$ cat src/rtl/alu32.sv
// rtl/alu32.sv - parallel 32-bit ALU: add, multiply, logic, subtract, shifts, bit reverse; all results registered
module alu32 (
   input  logic        clk,
   input  logic        rst,
   input  logic [31:0] x,
   input  logic [31:0] y,
   input  logic        carry,
   output logic [31:0] summ,
   output logic        ocarry,
   output logic [31:0] mult_h,
   output logic [31:0] mult_l,
   output logic [31:0] zand,
   output logic [31:0] zor,
   output logic [31:0] zxor,
   output logic [31:0] znot,
   output logic [31:0] sub,
   output logic [31:0] ashiftl,
   output logic [31:0] ashiftr,
   output logic [31:0] lshiftl,
   output logic [31:0] lshiftr,
   output logic [31:0] revers
);

   logic [31:0] summ_d,    summ_q;
   logic        ocarry_d,  ocarry_q;
   logic [31:0] mult_h_d,  mult_h_q;
   logic [31:0] mult_l_d,  mult_l_q;
   logic [31:0] zand_d,    zand_q;
   logic [31:0] zor_d,     zor_q;
   logic [31:0] zxor_d,    zxor_q;
   logic [31:0] znot_d,    znot_q;
   logic [31:0] sub_d,     sub_q;
   logic [31:0] shl_d,     shl_q;
   logic [31:0] ashiftr_d, ashiftr_q;
   logic [31:0] lshiftr_d, lshiftr_q;
   logic [31:0] revers_d,  revers_q;

   logic [32:0] sum_full;
   logic [63:0] prod_full;
   logic [4:0]  shamt;

   assign shamt = y[4:0];

   always_comb begin
      sum_full  = {1'b0, x} + {1'b0, y} + {32'd0, carry};
      prod_full = {32'd0, x} * {32'd0, y};

      summ_d    = sum_full[31:0];
      ocarry_d  = sum_full[32];
      mult_h_d  = prod_full[63:32];
      mult_l_d  = prod_full[31:0];
      zand_d    = x & y;
      zor_d     = x | y;
      zxor_d    = x ^ y;
      znot_d    = ~x;
      sub_d     = x - y;

      // Arithmetic and logical left shifts are the same operation; one register feeds both ports.
      shl_d     = x << shamt;
      ashiftr_d = $unsigned($signed(x) >>> shamt);
      lshiftr_d = x >> shamt;

      revers_d  = '0;
      for (int i = 0; i < 32; i++) begin
         revers_d[i] = x[31-i];
      end
   end

   always_ff @(posedge clk or posedge rst) begin
      if (rst) begin
         summ_q    <= '0;
         ocarry_q  <= 1'b0;
         mult_h_q  <= '0;
         mult_l_q  <= '0;
         zand_q    <= '0;
         zor_q     <= '0;
         zxor_q    <= '0;
         znot_q    <= '0;
         sub_q     <= '0;
         shl_q     <= '0;
         ashiftr_q <= '0;
         lshiftr_q <= '0;
         revers_q  <= '0;
      end else begin
         summ_q    <= summ_d;
         ocarry_q  <= ocarry_d;
         mult_h_q  <= mult_h_d;
         mult_l_q  <= mult_l_d;
         zand_q    <= zand_d;
         zor_q     <= zor_d;
         zxor_q    <= zxor_d;
         znot_q    <= znot_d;
         sub_q     <= sub_d;
         shl_q     <= shl_d;
         ashiftr_q <= ashiftr_d;
         lshiftr_q <= lshiftr_d;
         revers_q  <= revers_d;
      end
   end

   assign summ    = summ_q;
   assign ocarry  = ocarry_q;
   assign mult_h  = mult_h_q;
   assign mult_l  = mult_l_q;
   assign zand    = zand_q;
   assign zor     = zor_q;
   assign zxor    = zxor_q;
   assign znot    = znot_q;
   assign sub     = sub_q;
   assign ashiftl = shl_q;
   assign lshiftl = shl_q;
   assign ashiftr = ashiftr_q;
   assign lshiftr = lshiftr_q;
   assign revers  = revers_q;

endmodule

$ cat config.mk
export PLATFORM = sky130hd
export DESIGN_NAME = alu32
export DESIGN_NICKNAME = d
export VERILOG_FILES = /design/src/rtl/alu32.sv
export SDC_FILE = /design/constraint.sdc
export NUM_CORES = 2
export LEC_CHECK = 0
export CORE_AREA = 10 10 330 396
export DETAILED_ROUTE_END_ITERATION = 10
export DIE_AREA = 0 0 340 406
export SLEW_MARGIN = 20
export SYNTH_ARGS = -nofsm -noshare
export SYNTH_HDL_FRONTEND = slang
export SYNTH_SLANG_ARGS = --single-unit
$ cat constraint.sdc
create_clock -name clk -period 14.9 [get_ports clk]
set_input_delay 1.49 -clock clk [delete_from_list [all_inputs] [get_ports clk]]
set_output_delay 1.49 -clock clk [all_outputs]
set_load 0.05 [all_outputs]
# Word level (Yosys, flattened, before mapping)
# Cells that the tools add are included.
dict set report word_totals {
  n_memories 0
  latchBits 0
  reg_bits 385
  inputBits 67
  romBits 0
  wordCells 24
  out_inout_bits 417
  ramBits 0
}
dict set report classes {
  shift 3
  n_mux 0
  n_eq_ne 0
  n_div 0
  order_cmp 0
  n_mul 1
  add_sub_neg 3
  reduce_logical 0
  bitwise 4
}
# operator n
set ops {}
lappend ops {{32-bit by 32-bit multiplier with 64-bit output} 1}
lappend ops {{32-bit by 32-bit adder with 33-bit output} 1}
lappend ops {{33-bit by 1-bit adder with 33-bit output} 1}
lappend ops {{32-bit bitwise AND} 1}
lappend ops {{32-bit NOT} 1}
lappend ops {{32-bit OR} 1}
lappend ops {{32-bit by 5-bit << shifter with 32-bit output} 1}
lappend ops {{32-bit by 5-bit right shift with 32-bit output} 1}
lappend ops {{32-bit by 5-bit >>> shifter with 32-bit output} 1}
lappend ops {{32-bit subtractor} 1}
lappend ops {{32-bit bitwise XOR} 1}

# Logic depth before layout (Yosys ltp)
dict set report depth {
  depth_word 2
  depth_mapped 32
  depth_no_buf 29
}

# Worst setup path before layout
# Ideal clock, no wire load.
dict set report synth_timing {
  kind {input to register}
  startpoint {input y[2]}
  endpoint {register mult_h_q[27], in the netlist mult_h[27]}
  t_arrival_ps 9147
  required_time_ps 14771
  path_slack_ps 5623
  cell_stages 30
  setup_ps 129
  cell_sequence {inv_2 -> buf_1 -> clkbuf_1 -> clkbuf_1 -> buf_1 -> nor2_1 -> fa_1 -> inv_1 -> fa_1 -> fa_1 -> fa_1 -> inv_1 -> fa_1 -> fa_1 -> fa_1 -> inv_1 -> fa_1 -> inv_1 -> ha_1 -> clkbuf_1 -> a21oi_1 -> o21ai_0 -> nand2_1 -> and4b_1 -> o31ai_4 -> a21oi_2 -> a31o_4 -> or3_4 -> nor2b_4 -> xnor2_1}
}
dict set report synth_between {
  elab_chain_cells 1
}
# item line
set synth_lines {}
lappend synth_lines {{from (decl)} 6} ;# input logic [31:0] y,
lappend synth_lines {{32-bit by 32-bit multiplier with 64-bit output} 46} ;# prod_full = {32'd0, x} * {32'd0, y};
lappend synth_lines {{via prod_full[59]} 39} ;# logic [63:0] prod_full;
lappend synth_lines {{to (signal assigned)} 87} ;# mult_h_q <= mult_h_d;
lappend synth_lines {{to (decl)} 26} ;# logic [31:0] mult_h_d, mult_h_q;
# The timed path passes the listed nets, and every way through them passes these cells.

# Final worst setup path
dict set report layout_timing {
  startpoint {input y[14]}
  endpoint {register mult_h_q[30], in the netlist mult_h[30]}
}
# The elaborated chain is that of the path after synthesis.

==> results.tsv <==
metric	value	unit
status	finished, final reports clean	
clock-root-buffer	clkbuf_16	
critPathBufInv	5	
antenna_found_initial	3	
die_x	340	um
ys.flop_type	dfrtp_1	
rows	141	
path_common_cell	fa_1	
track_usage	0.281	
layout_commonest_cell	inv_1	
hpwl	148	mm
worstSetupEndpointType	register	
synth_edf_count	0	
max_stage_delay	0.92	ns
setup_viol	0	
synth-async-reset-ratio	1.00	
first_global_vias	42250	
wl_per_cell	26.7	um
antennaDiodeCount	0	
maxCapViolations	0	
die_area	138000	sq um
setup_ws	4.21	ns
globalplace.congestion	0.961	
cts.path.max_buffers	3	
first_pass_iters	6	
critPathMaxFanout	14	
vias	39076	
hold_path.class	input port to asynchronous set/reset pin	
ctsResizeCount	0	
nNetsFinal	6890	
yosys_warnings	0	
start_util	0.398	
place_ws	3.79	ns
synth-seq-cells	381	
routed_wl	194	mm
die_y	406	um
yosysTopAreaCellShare	0.369	
arrival	11.23	ns
avgSynthCellArea	9.30	sq um
ctsHoldBuffers	0	
drt_iter0_markers	3247	
seq_area_frac_synth	0.196	
synth_nets	6569	
grt_pass1_wl	285	mm
syn_area	48700	sq um
tritoncts	yes	
route.detailed.drc	0	
layout_min_cycle_time	10.69	ns
slew_violations	0	
cts_sinks	381	
hold_violations	0	
yosys.cell_types.count	80	
cts_setup_buffers	0	
critPathKind	input port to register	
ios	484	
cts.clk_slew.worst_paths	0.06	ns
grt_setup_unrepaired	false	
drive_gt1_frac	0.0441	
portBuffers	483	
core	123000	sq um
cpMaxStageDelayCell	clkdlybuf4s50_1	
areaGrowthSynthToFinish	16.4	%
slew-limit-headroom	0.178	
cp-start-kind	input port	
synth_cells	5243	
min_period_over_period	0.718	
worstMarginPinSlew	1.23	ns
synth_area_leaders	fa_1, dfrtp_1, ha_1, inv_1, nor2_1	
max_clock_freq	0.0935	GHz
setup_tns	0	ns
cts_buffers	43	
grt_start_max_net_pins	157	
overflow	0	
htree_levels	2	
cp_top_family	adder cells	
final_antenna_net_count	0	
synth_area_leader_cell	fa_1	
worstPathRequired	15.44	ns
mostFrequentLayoutCells	inv_1, fa_1, nor2_1	
viasPerCell	5.40	
## synth_stat cells, types with 18 or more instances
library cell	instances
buf_1	49
ha_1	361
mux4_2	18
o21bai_1	23
clkbuf_1	238
dfrtp_1	381
nand4_1	18
mux2i_1	61
nand3_1	18
fa_1	898
xnor2_1	91
nand2_1	510
clkinv_1	25
a21o_1	46
nor3_1	28
a31oi_1	24
buf_4	36
a21oi_1	195
inv_1	1036
xor2_1	31
o21ai_0	123
o211ai_1	25
nor2_1	809
## layer usage
layer | share of wire | routed length [um] | vias up | track usage
met1 | 0.35 | 68500 | 20089 | 0.326
met2 | 0.48 | 93000 | 2055 | 0.473
met5 | 0.00017 | 32 | - | 0
li1 | - | - | 16380 | -
met3 | 0.088 | 16900 | 546 | 0.0582
met4 | 0.078 | 15000 | 6 | 0.181
## cell families (layout without fill, tap and decap cells)
group	Yosys count	count (layout)	synth area share
multiplexers	81	81	0.0213
AND/OR/NAND/NOR	1468	1468	0.120
AO/OA/AOI/OAI	544	544	0.0696
buffers and inverters	1388	1744	0.110
flip-flops	381	381	0.196
XOR/XNOR	122	122	0.0219
adder cells (fa/ha/maj)	1259	1259	0.461
## sequential cells by signal, summed over array words and instances, names as in the netlist
register and cells:
mult_h 32, zor 32, zxor 31, lshiftr 32
summ 32, zand 32, ocarry 1, ashiftr 30
znot 32, mult_l 31, sub 32, ashiftl 32
revers 32
## layout make-up
cell class                      instances  area (sq um)
Tap cell                             1644          2060
Sequential cell                       381          9530
Clock buffer                           57          1200
Clock inverter                         23           357
Multi-Input combinational cell       3474         33900
Inverter                             1063          4000
Fill cell                           11774         65900
Timing Repair Buffer                  601          5710
## metrics by stage
stage	util	cell area, sq um	std cells	hold WS [ns]
4_1_cts	0.463	56700	7243	1.34
6_report	0.463	56700	7243	1.38
5_1_grt	0.463	56700	7243	1.36
2_1_floorplan	-	48700	5243	1.52
3_3_place_gp	0.450	55200	7163	1.99
3_5_place_dp	0.450	55200	7163	2.00
## worst paths after layout
check,from,end,depth (start not counted)
min,rst,mult_l[15],2
max in group asynchronous,rst,mult_h[23],4
max,y[14],mult_h[30],25
min in group clk,x[28],revers[3],2
Power is left out: the tool's default activity adds up to more than one toggle a clock period on the data nets, which glitch-free logic cannot reach.
